$ cat src/rtl/axi_rdata_router.sv
// rtl/axi_rdata_router.sv - AXI R-channel router from NUM_S slave ports to NUM_M master ports
// Purpose: each slave's read-data beats go to the master named by the upper RID
// field. Each master arbitrates round-robin among requesting slaves and holds the
// grant for a whole burst, until the RLAST beat is accepted. A 2-entry skid buffer
// per master keeps the master-side outputs on flops at one beat per cycle.
// Ports:
//   ACLK, ARESET                          clock, asynchronous active-high reset
//   S_RID/S_RDATA/S_RRESP/S_RLAST/S_RVALID slave R channels, packed per slave
//   S_RREADY                              ready back to each slave
//   M_RID/M_RDATA/M_RRESP/M_RLAST/M_RVALID master R channels, packed per master
//   M_RREADY                              ready from each master
//   ERR_DROP                              pulse the cycle after an out-of-range beat was sunk
module axi_rdata_router #(
  parameter int NUM_M     = 3,
  parameter int NUM_S     = 8,
  parameter int ID_BITS   = 4,
  parameter int IDS_BITS  = 8,
  parameter int DATA_BITS = 32
) (
  input  logic                          ACLK,
  input  logic                          ARESET,
  input  logic [NUM_S*IDS_BITS-1:0]     S_RID,
  input  logic [NUM_S*DATA_BITS-1:0]    S_RDATA,
  input  logic [NUM_S*2-1:0]            S_RRESP,
  input  logic [NUM_S-1:0]              S_RLAST,
  input  logic [NUM_S-1:0]              S_RVALID,
  output logic [NUM_S-1:0]              S_RREADY,
  output logic [NUM_M*ID_BITS-1:0]      M_RID,
  output logic [NUM_M*DATA_BITS-1:0]    M_RDATA,
  output logic [NUM_M*2-1:0]            M_RRESP,
  output logic [NUM_M-1:0]              M_RLAST,
  output logic [NUM_M-1:0]              M_RVALID,
  input  logic [NUM_M-1:0]              M_RREADY,
  output logic                          ERR_DROP
);
  localparam int SW = (NUM_S > 1) ? $clog2(NUM_S) : 1;
  localparam int MW = IDS_BITS - ID_BITS;
  localparam int PW = ID_BITS + DATA_BITS + 3;

  typedef enum logic {IDLE, BURST} state_t;

  state_t          state_q [NUM_M];
  state_t          state_d [NUM_M];
  logic [SW-1:0]   g_q     [NUM_M];
  logic [SW-1:0]   g_d     [NUM_M];
  logic [SW-1:0]   rr_q    [NUM_M];
  logic [SW-1:0]   rr_d    [NUM_M];
  logic [1:0]      count_q [NUM_M];
  logic [PW-1:0]   head_q  [NUM_M];
  logic [PW-1:0]   tail_q  [NUM_M];
  logic            err_q;

  logic [MW-1:0]   tgt     [NUM_S];
  logic [NUM_S-1:0] bad;
  logic [NUM_S-1:0] rready;
  logic [NUM_M-1:0] push;
  logic [NUM_M-1:0] pop;
  logic [NUM_M-1:0] last_acc;
  logic [PW-1:0]   push_data [NUM_M];

  // First requester strictly after ptr, wrapping, so the last winner goes to the back.
  function automatic logic [SW-1:0] rr_pick(input logic [NUM_S-1:0] r, input logic [SW-1:0] ptr);
    logic [SW-1:0] sel;
    logic          found;
    int            idx;
    sel   = ptr;
    found = 1'b0;
    for (int i = 1; i <= NUM_S; i++) begin
      idx = (int'(ptr) + i) % NUM_S;
      if (!found && r[idx]) begin
        found = 1'b1;
        sel   = SW'(idx);
      end
    end
    return sel;
  endfunction

  always_comb begin
    for (int s = 0; s < NUM_S; s++) begin
      tgt[s] = S_RID[s*IDS_BITS + ID_BITS +: MW];
      bad[s] = int'(tgt[s]) >= NUM_M;
    end
  end

  // State register and skid buffers.
  always_ff @(posedge ACLK or posedge ARESET) begin
    if (ARESET) begin
      for (int m = 0; m < NUM_M; m++) begin
        state_q[m] <= IDLE;
        g_q[m]     <= '0;
        rr_q[m]    <= SW'(NUM_S - 1);
        count_q[m] <= 2'd0;
        head_q[m]  <= '0;
        tail_q[m]  <= '0;
      end
      err_q <= 1'b0;
    end else begin
      for (int m = 0; m < NUM_M; m++) begin
        state_q[m] <= state_d[m];
        g_q[m]     <= g_d[m];
        rr_q[m]    <= rr_d[m];
        case ({push[m], pop[m]})
          2'b10: begin
            if (count_q[m] == 2'd0) head_q[m] <= push_data[m];
            else                    tail_q[m] <= push_data[m];
            count_q[m] <= count_q[m] + 2'd1;
          end
          2'b01: begin
            // Head is left untouched when draining the last entry so outputs
            // only move on a real pop-with-data or a push into an empty buffer.
            if (count_q[m] == 2'd2) head_q[m] <= tail_q[m];
            count_q[m] <= count_q[m] - 2'd1;
          end
          2'b11: begin
            if (count_q[m] == 2'd1) head_q[m] <= push_data[m];
            else begin
              head_q[m] <= tail_q[m];
              tail_q[m] <= push_data[m];
            end
          end
          default: ;
        endcase
      end
      // Bad-index slaves are always ready, so a valid beat is a sunk beat.
      err_q <= |(bad & S_RVALID);
    end
  end

  // Next-state: grant in IDLE, release on the accepted RLAST beat.
  always_comb begin
    for (int m = 0; m < NUM_M; m++) begin
      logic [NUM_S-1:0] req;
      for (int s = 0; s < NUM_S; s++)
        req[s] = S_RVALID[s] && !bad[s] && (int'(tgt[s]) == m);
      state_d[m] = state_q[m];
      g_d[m]     = g_q[m];
      rr_d[m]    = rr_q[m];
      case (state_q[m])
        IDLE: begin
          if (|req) begin
            state_d[m] = BURST;
            g_d[m]     = rr_pick(req, rr_q[m]);
          end
        end
        BURST: begin
          if (last_acc[m]) begin
            state_d[m] = IDLE;
            rr_d[m]    = g_q[m];
          end
        end
        default: state_d[m] = IDLE;
      endcase
    end
  end

  // Outputs: slave readies, buffer push/pop and the granted slave's payload.
  always_comb begin : out_comb
    int sel;
    sel      = 0;
    rready   = bad;
    push     = '0;
    pop      = '0;
    last_acc = '0;
    for (int m = 0; m < NUM_M; m++) begin
      sel          = int'(g_q[m]);
      push_data[m] = {S_RID[sel*IDS_BITS +: ID_BITS], S_RDATA[sel*DATA_BITS +: DATA_BITS],
                      S_RRESP[sel*2 +: 2], S_RLAST[sel]};
      if (state_q[m] == BURST && count_q[m] != 2'd2) begin
        rready[sel] = 1'b1;
        push[m]     = S_RVALID[sel];
        last_acc[m] = S_RVALID[sel] && S_RLAST[sel];
      end
      pop[m] = (count_q[m] != 2'd0) && M_RREADY[m];
    end
  end

  always_comb begin
    for (int m = 0; m < NUM_M; m++) begin
      {M_RID[m*ID_BITS +: ID_BITS], M_RDATA[m*DATA_BITS +: DATA_BITS],
       M_RRESP[m*2 +: 2], M_RLAST[m]} = head_q[m];
      M_RVALID[m] = (count_q[m] != 2'd0);
    end
  end

  assign S_RREADY = rready;
  assign ERR_DROP = err_q;

endmodule

$ cat config.mk
export PLATFORM = sky130hd
export DESIGN_NAME = axi_rdata_router
export DESIGN_NICKNAME = d
export VERILOG_FILES = /design/src/rtl/axi_rdata_router.sv
export SDC_FILE = /design/constraint.sdc
export NUM_CORES = 1
export LEC_CHECK = 0
export ABC_AREA = 1
export CAP_MARGIN = 20
export CORE_MARGIN = 5
export CORE_UTILIZATION = 30
export CTS_CLUSTER_DIAMETER = 80
export DETAILED_ROUTE_END_ITERATION = 6
export HOLD_SLACK_MARGIN = 0.15
export SETUP_SLACK_MARGIN = 0.02
export SYNTH_ARGS = -nofsm -noshare
export SYNTH_HDL_FRONTEND = slang
export SYNTH_SLANG_ARGS = --single-unit
$ cat constraint.sdc
create_clock -name ACLK -period 9.74 [get_ports ACLK]
set_input_delay 2.922 -clock ACLK [delete_from_list [all_inputs] [get_ports ACLK]]
set_output_delay 2.922 -clock ACLK [all_outputs]
set_load 0.03 [all_outputs]
### Word level (Yosys, flattened, before mapping)

Index checks and enable logic that the tools add are counted.

| operators by class | value |
|---|---|
| add/sub/neg operators | 30 |
| $mul | 0 |
| magnitude comparators | 38 |
| equal/unequal tests | 46 |
| bitwise gates (word level) | 31 |
| div/mod/pow operators | 0 |
| muxes and demuxes | 219 |
| shift-type cells | 9 |
| reduce and logical (&&, ||, !) cells | 157 |

Operators with widths:

| cell | number |
|---|---|
| 256-bit by 9-bit indexed part select with 32-bit output | 3 |
| 39-bit two-way mux | 15 |
| 39-bit case mux with 3 select lines | 3 |
| 39-bit case mux with 2 select lines | 3 |
| 64-bit by 7-bit indexed part select with 4-bit output | 3 |
| 1-bit two-way mux | 132 |
| 4-bit by 5-bit < comparator with 1-bit output (second input constant) | 24 |
| 1-bit binary-select mux with 3-bit select | 30 |
| 3-bit two-way mux | 24 |
| 3-bit OR reduction | 24 |
| 1-bit logical AND | 65 |
| 16-bit by 5-bit indexed part select with 2-bit output | 3 |
| 3-bit adder (second input constant) | 12 |
| 4-bit by 2-bit == test with 1-bit output (second input constant) | 8 |
| 4-bit by 3-bit == test with 1-bit output (second input constant) | 8 |
| 4-bit by 2-bit >= comparator with 1-bit output (second input constant) | 8 |
| 4-bit logical NOT | 8 |
| 8-bit OR reduction | 4 |
| 2-bit inequality test (second input constant) | 15 |
| 1-bit logical NOT | 29 |
| 1-bit bitwise AND (first input constant) | 24 |
| 8-bit two-way mux | 3 |
| 8-bit OR | 3 |
| 3-bit by 1-bit adder with 3-bit output (second input constant) | 6 |
| other kinds (17) | 73 |

| word-level totals | value |
|---|---|
| RAM bits | 0 |
| memories | 0 |
| register bits | 262 |
| input bits | 357 |
| word-level logic and storage cells | 549 |
| bits in read-only memories | 0 |
| output and inout port bits | 129 |
| latch bits | 0 |

### Depth between registers and ports, before layout

Gate-level depths: netlist (run 1).

| depth | value |
|---|---|
| word-level depth | 43 |
| mapped depth | 20 |
| mapped depth without buffers | 17 |

### Least setup slack after synthesis (run 1)

No wires, ideal clock.

| timing path | value |
|---|---|
| kind | input to output |
| start point | input port S_RID[22] |
| end point | output port S_RREADY[2] |
| arrival time | 3.728 ns |
| stages on the path | 6 |
| data required time | 6.818 ns |
| slack | 3.090 ns |
| buffers on the path | 0 |
| cells stage by stage | nor2_2 -> o21ai_0 -> inv_1 -> o21ai_0 -> a31oi_1 -> o21ai_0 |

| on the way | value |
|---|---|
| longest elaborated chain between the ends | 7 |

Ends and longest elaborated chain:

| what | line | RTL |
|---|---|---|
| start: declaration | 22 | `input logic [NUM_S*IDS_BITS-1:0] S_RID,` |
| 4-bit by 2-bit >= comparator with 1-bit output (*) | 81 | `bad[s] = int'(tgt[s]) >= NUM_M;` |
| 8-bit OR (no line) | - |  |
| 8-bit two-way mux (*) | 168 | `if (state_q[m] == BURST && count_q[m] != 2'd2) begin` |
| 8-bit OR (no line) | - |  |
| 8-bit two-way mux (*) | 168 |  |
| 8-bit OR (no line) | - |  |
| 8-bit two-way mux (*) | 168 |  |
| end: declaration | 27 | `output logic [NUM_S-1:0] S_RREADY,` |

Mark *: on every way between the ends. The rest lies on a longest branch, timed or not.

### Final worst setup path (run 1)

| timing path | value |
|---|---|
| start point | input port S_RID[52] |
| end point | output port S_RREADY[6] |

Same word-level chain as after synthesis.

==> reports/metrics.yaml, run 1 <==
status:
  status: "complete, but fails checks"
  violations: "DRC"
power_and_ir_drop:
  vdd_drop_max_uv: 234
  p_per_area_nw_per_um2: 393
  cellLeakagePower_nw: 11.8
global_route:
  use_met2: 0.423
  met3_usage: 0.100
  grt_start_max_net_pins: 152
  grt_overflow_total: 0
  busiest_layer: "met2"
  antenna_found_initial: 18
  grt_pass1_wl_um: 152000
  use_met1: 0.376
  grt_pass1_vias: 22300
  grt.total_usage: 0.284
route:
  antenna_left: 0
  wl_per_cell_um: 26.6
  vias_per_cell: 5.86
  route.detailed.drc: 1
  drt_pass1_iterations: 7
  routed_wl_um: 107000
  drt_iter0_drc: 3012
  vias: 23600
timing:
  worstMarginPinSlew_ns: 1.23
  slew_viol_final: 0
  setup_viol: 0
  finalHoldViolations: 0
  rsz0062_at_grt: "false"
  fin_crit_sh: 0.812
  fin_skew_ns: 0.0194
  slew_headroom: 0.174
  fin_hold_ws_ns: 0.480
  period_needed_ns: 7.91
  finalSetupTns_ns: 0
  clock.fmax_mhz: 126
clock_tree:
  cts_setup_buffers: 0
  cts-resized-gates: 0
  clk_pin_slew_ns: 0.06
  tritoncts: "built"
  clk_latency_ns: 0.55
  numClockSinks: 262
  cts_buffer_depth: 3
  hold_buffers: 0
  root_buffer: "clkbuf_16"
  htreeDepth: 2
  numCtsBuffers: 36
floorplanning:
  rows: 94
  core_area_um2: 65600
  io_pins: 486
  die_h_um: 267
  dieArea_um2: 71300
  start_util: 0.302
  dieWidth_um: 267
setup_path:
  path_max_fanout: 3
  critPathKind: "input port to output pin"
  arrival_ns: 4.99
  end_kind: "output pin"
  cp-start-kind: "input port"
  cp.required_ns: 6.82
flow_run:
  drv_cap: 0
placed_design:
  hpwl_um: 75800
  port_buffers: 485
  place_congestion: 0.936
yosys:
  async_flop_share: 1.00
  synth_seq_cells: 262
  yosysUniqueCellTypes: 62
  avgSynthCellArea_um2: 7.17
  syn_inst: 2764
  yosysWarnings: 0
  synth_seq_area_share: 0.332
  synth_ff_type: "dfrtp_1"
  syn_nets: 3148
  synth_edf_count: 0
  syn-cell-area_um2: 19800
worst_hold_path:
  hold_path.class: "register to register"
cells_and_area:
  synthToLayoutAreaGrowth_pct: 33.7
  nets: 3515
  drive_gt1_frac: 0.0764
  final_util: 0.404
==> cells by family (layout without fill, tap and decap cells) <==
logic type / count (synthesis) / count (layout) / share of synthesized area
simple gates: 1122 / 1122 / 0.248
compound gates: 844 / 844 / 0.274
buf+inv: 455 / 847 / 0.0970
flops: 262 / 262 / 0.332
mux: 39 / 39 / 0.0222
fa+ha+maj: 27 / 27 / 0.0171
xor+xnor: 15 / 15 / 0.00966
other cells: 0 / 10 / 0
==> stage by stage <==
step	power, W	setup WS [ns]	instance area, um2	std cells
after floorplan	0.00634	3.09	19800	2764
after global placement	0.00886	1.88	25200	3954
after detailed placement	0.00891	1.84	25200	3954
after CTS	0.0103	1.84	26400	4017
after global routing	0.0110	1.79	26500	4024
final	0.0104	1.83	26500	4030
==> worst max-delay path, stage by stage <==
cell and delay [ns]:
clkdlybuf4s50_1 0.48, inv_1 0.06, o21ai_0 0.41, a21oi_1 0.08
o211ai_1 0.24, clkdlybuf4s50_1 0.79
==> layout make-up <==
type,count,area [um2]
Antenna cell,10,25.0
Clock buffer,50,1040
Clock inverter,13,168
Fill cell,6786,39100
Inverter,256,972
Multi-Input combinational cell,2047,11400
Sequential cell,262,6570
Tap cell,864,1080
Timing Repair Buffer,528,5190
==> cell usage after synthesis, types with 7 or more instances <==
master / instances / area (um2)
a211oi_1: 7 / 52.6
a21oi_1: 219 / 1100
a221oi_1: 22 / 193
a2bb2oi_1: 113 / 990
a311oi_1: 26 / 228
a32o_1: 9 / 90.1
buf_1: 9 / 33.8
buf_2: 64 / 320
buf_4: 21 / 158
clkbuf_1: 99 / 372
dfrtp_1: 253 / 6330
dfstp_2: 9 / 236
ha_1: 27 / 338
inv_1: 238 / 893
inv_2: 12 / 45.0
mux2_2: 39 / 439
nand2_1: 742 / 2790
nand2_2: 8 / 50.1
nand3_1: 168 / 841
nand4_1: 39 / 244
nor2_1: 84 / 315
nor4_1: 8 / 50.1
o2111ai_1: 23 / 201
o211ai_1: 13 / 97.6
o21ai_0: 123 / 616
o22ai_1: 258 / 1610
or4_1: 31 / 233
==> flip-flops by register name (all words and copies together), names as in the netlist <==
name and flops:
M_RDATA 96, M_RRESP 6, tail_q 117, state_q 3
g_q 9, M_RLAST 3, M_RID 12, rr_q 9
count_q 6, ERR_DROP 1
==> layout by cell type (no fill, tap or decap), drive strengths merged, types with 5 or more instances in the layout <==
master,synthesis,routed
a221oi,24,24
clkdlybuf4s50,0,485
a311oi,26,26
dfrtp,253,253
dfstp,9,9
or2,6,6
clkinv,5,12
buf,100,40
a32o,9,9
o21ai,127,127
nand2,751,751
nor4,11,11
nor2,92,92
o2111ai,23,23
a211oi,7,7
o22ai,258,258
clkbuf,99,53
mux2,39,39
or4,31,31
a22oi,5,5
a21oi,219,219
diode,0,10
inv,251,252
xor2,9,9
o211ai,13,13
nand4,41,41
nor3,8,8
xnor2,6,6
a21boi,5,5
nand3,175,175
ha,27,27
a2bb2oi,114,114
==> where the power goes <==
part	total, W	switching, W	internal [W]
clock	0.00137	0.000541	0.000828
combinational	0.00689	0.00451	0.00238
sequential	0.00215	0.000458	0.00169
total	0.0104	0.00550	0.00490
==> per-layer routing <==
layer	routed length (um)	up-vias
li1	-	10500
met1	42400	11100
met2	45800	1600
met3	13600	366
met4	5330	18
met5	233	-
==> worst paths after layout <==
check                             from           to  cells after the start  slack [ns]
hold / removal             tail_q[113]  tail_q[113]                      2        0.48
max in group asynchronous       ARESET       g_q[3]                      4        5.33
min in group asynchronous       ARESET  M_RDATA[66]                      3        2.98
hold reg to reg            tail_q[113]  tail_q[113]                      2        0.48
setup reg to reg                g_q[6]   M_RDATA[1]                     14        4.84
setup / recovery             S_RID[52]  S_RREADY[6]                      6        1.83
(Power assumes the default switching activity.)
==> run 2, diff against run 1 <==
==> constraint.sdc (replaced) <==
create_clock -name ACLK -period 7.7 [get_ports ACLK]
set_input_delay 2.31 -clock ACLK [delete_from_list [all_inputs] [get_ports ACLK]]
set_output_delay 2.31 -clock ACLK [all_outputs]
set_load 0.03 [all_outputs]
==> run 2 against run 1 <==
The flow now finishes without violations. Clock power rose by 19%. Die area did not move. Sequential power rose by 27%. Final cell count barely moved. Count of clock-buffer cells in the layout fell by 1. Flip-flop and latch count did not move. Setup slack got worse by 0.80 ns. Design area fell by 0.17%. Worst hold slack got worse by 0.0027 ns. Routed wire length rose by 0.72%. Global-route usage barely moved. Combinational power rose by 27%.
==> reports/metrics.yaml, run 2 (synthesized netlist as in run 1, its figures left out) <==
global_route:
  grt.total_usage: 0.284  # about the same
  grt_pass1_vias: 22400  # +0.47%
  grt_overflow_total: 0  # unchanged
  grt_pass1_wl_um: 152000  # -0.16%
  grt_start_max_net_pins: 152  # unchanged
  antenna_found_initial: 20  # +2
setup_path:
  cp.required_ns: 5.39  # -1.43 ns
  path_max_fanout: 3  # unchanged
  slowest_stage: "clkdlybuf4s50_1"
  critPathKind: "input port to output pin"
  arrival_ns: 4.36  # -0.63 ns
  end_kind: "output pin"
  cp-start-kind: "input port"
  crit_top_cell: "clkdlybuf4s50_1"
  critical_path.max_stage_delay_ns: 0.75  # -0.04 ns
  path_cells: "clkdlybuf4s50_1 -> inv_1 -> o21ai_0 -> a21oi_1 -> o211ai_1 -> clkdlybuf4s50_1"
cells_and_area:
  design_area_um2: 26400  # -0.17%
  drive_gt1_frac: 0.0765  # +0.0000969
  synthToLayoutAreaGrowth_pct: 33.5
  top_register: "tail_q"
  layout_common_cells: "nand2_1, clkdlybuf4s50_1, o22ai_1, dfrtp_1, inv_1"
  fillers: 6740  # -0.68%
  largest_register_ffs: 117  # unchanged
  layout_commonest_cell: "nand2_1"
  nets: 3511  # -0.11%
power_and_ir_drop:
  p_comb_frac: 0.667  # +0.005
  p_int_w: 0.00612  # +25%
  power_frac_seq: 0.209  # +0.002
  p_sw_w: 0.00698  # +27%
  pwr-share-clk: 0.125  # -0.007
  cellLeakagePower_nw: 11.8  # -0.21%
  p_per_area_nw_per_um2: 495  # +26%
  vdd_drop_max_uv: 263  # +12%
  sw_frac_of_total: 0.533  # +0.00366
clock_tree:
  cts_buffer_depth: 3  # unchanged
  hold_buffers: 0  # unchanged
  tritoncts: "built"
  cts_setup_buffers: 0  # unchanged
  cts-resized-gates: 0  # unchanged
  numCtsBuffers: 34  # -5.6%
  clk_latency_ns: 0.55  # about the same
  clk_pin_slew_ns: 0.06  # about the same
  numClockSinks: 262  # unchanged
  htreeDepth: 2  # unchanged
  root_buffer: "clkbuf_16"
route:
  drt_iter0_drc: 2946  # -2.2%
  routed_wl_um: 108000  # +0.72%
  vias: 23800  # +0.97%
  wl_per_cell_um: 26.9  # +0.82%
  drt_pass1_iterations: 6  # -1
  vias_per_cell: 5.92  # +1.1%
  antenna_left: 0  # unchanged
  route.detailed.drc: 0  # -1
floorplanning:
  dieWidth_um: 267  # unchanged
  core_area_um2: 65600  # unchanged
  io_pins: 486  # unchanged
  dieArea_um2: 71300  # unchanged
  start_util: 0.302  # unchanged
  die_h_um: 267  # unchanged
  rows: 94  # unchanged
timing:
  period_needed_ns: 6.67
  rsz0062_at_grt: "false"
  worstMarginPinSlew_ns: 1.32  # +0.0913 ns
  setup_viol: 0  # unchanged
  finalHoldViolations: 0  # unchanged
  slew_headroom: 0.113  # -0.0613
  fin_crit_sh: 0.867
  clock.fmax_mhz: 150
  finalSetupTns_ns: 0  # unchanged
  fin_skew_ns: 0.0169  # -0.00248 ns
  slew_viol_final: 0  # unchanged
worst_hold_path:
  hold_path.class: "register to register"
flow_run:
  drv_cap: 0  # unchanged
status:
  status: "complete, no violations"
placed_design:
  dpl_cell_area_um2: 25200  # about the same
  place_congestion: 0.962  # +2.7%
  hpwl_um: 76200  # +0.50%
  port_buffers: 485  # unchanged
## run 2: changes by cell type in the layout (fill, tap and decap cells not counted), moves of 2 or more
cell and change:
buf_12 +2, clkbuf_1 -5, clkbuf_16 -3, bufinv_16 -2, buf_4 -3, clkbuf_8 +7
## run 2: layout make-up
type / count / area (um2) / area share
multi-input cells: 2047 / 11400 / 0.433
flip-flops and latches: 262 / 6570 / 0.249
repair buffers: 526 / 5200 / 0.197
well taps: 864 / 1080 / 0.0409
clock buffers: 49 / 1040 / 0.0393
inverters: 256 / 972 / 0.0368
clock inverters: 12 / 116 / 0.00440
diodes: 10 / 25.0 / 0.000946
## run 2: power by group through the flow
stage,registers [W],logic [W],clock network (W)
4_1_cts,0.00272,0.00859,0.00166
2_1_floorplan,0.00309,0.00493,0
5_1_grt,0.00280,0.00934,0.00172
3_3_place_gp,0.00273,0.00849,0
6_report,0.00273,0.00874,0.00163
3_5_place_dp,0.00272,0.00855,0
## run 2: worst paths after layout
path                       slack [ns]  cells past startpoint     endpoint        from
setup / recovery                 1.03                      6  S_RREADY[4]   S_RID[37]
hold / removal                   0.48                      2   state_q[2]  state_q[2]
setup reg to reg                 2.70                     14   M_RDATA[1]      g_q[8]
hold reg to reg                  0.48                      2   state_q[2]  state_q[2]
max in group asynchronous        4.32                      3   tail_q[53]      ARESET
min in group asynchronous        2.12                      2  M_RDATA[66]      ARESET
## run 2: worst max-delay path, delay by kind of cell
family / cells / cell delay, ns
AO/OA/AOI/OAI: 3 / 0.74
buffers and inverters: 3 / 1.32
## run 2: layer usage
layer	wire length, um	global-route usage
met5	103	0
met3	13100	0.0942
met1	43300	0.375
met2	45800	0.422
met4	5920	0.135
## run 2: metrics by stage
step / cells / setup WS (ns) / hold WS, ns / util / power, W
finish: 4026 / 1.03 / 0.478 / 0.403 / 0.0131
global route: 4021 / 0.950 / 0.490 / 0.403 / 0.0139
CTS: 4014 / 0.992 / 0.478 / 0.402 / 0.0130
detailed placement: 3953 / 1.00 / 0.464 / 0.385 / 0.0113
global placement: 3953 / 1.05 / 0.457 / 0.385 / 0.0112
floorplan: 2764 / 1.94 / 0.442 / - / 0.00802
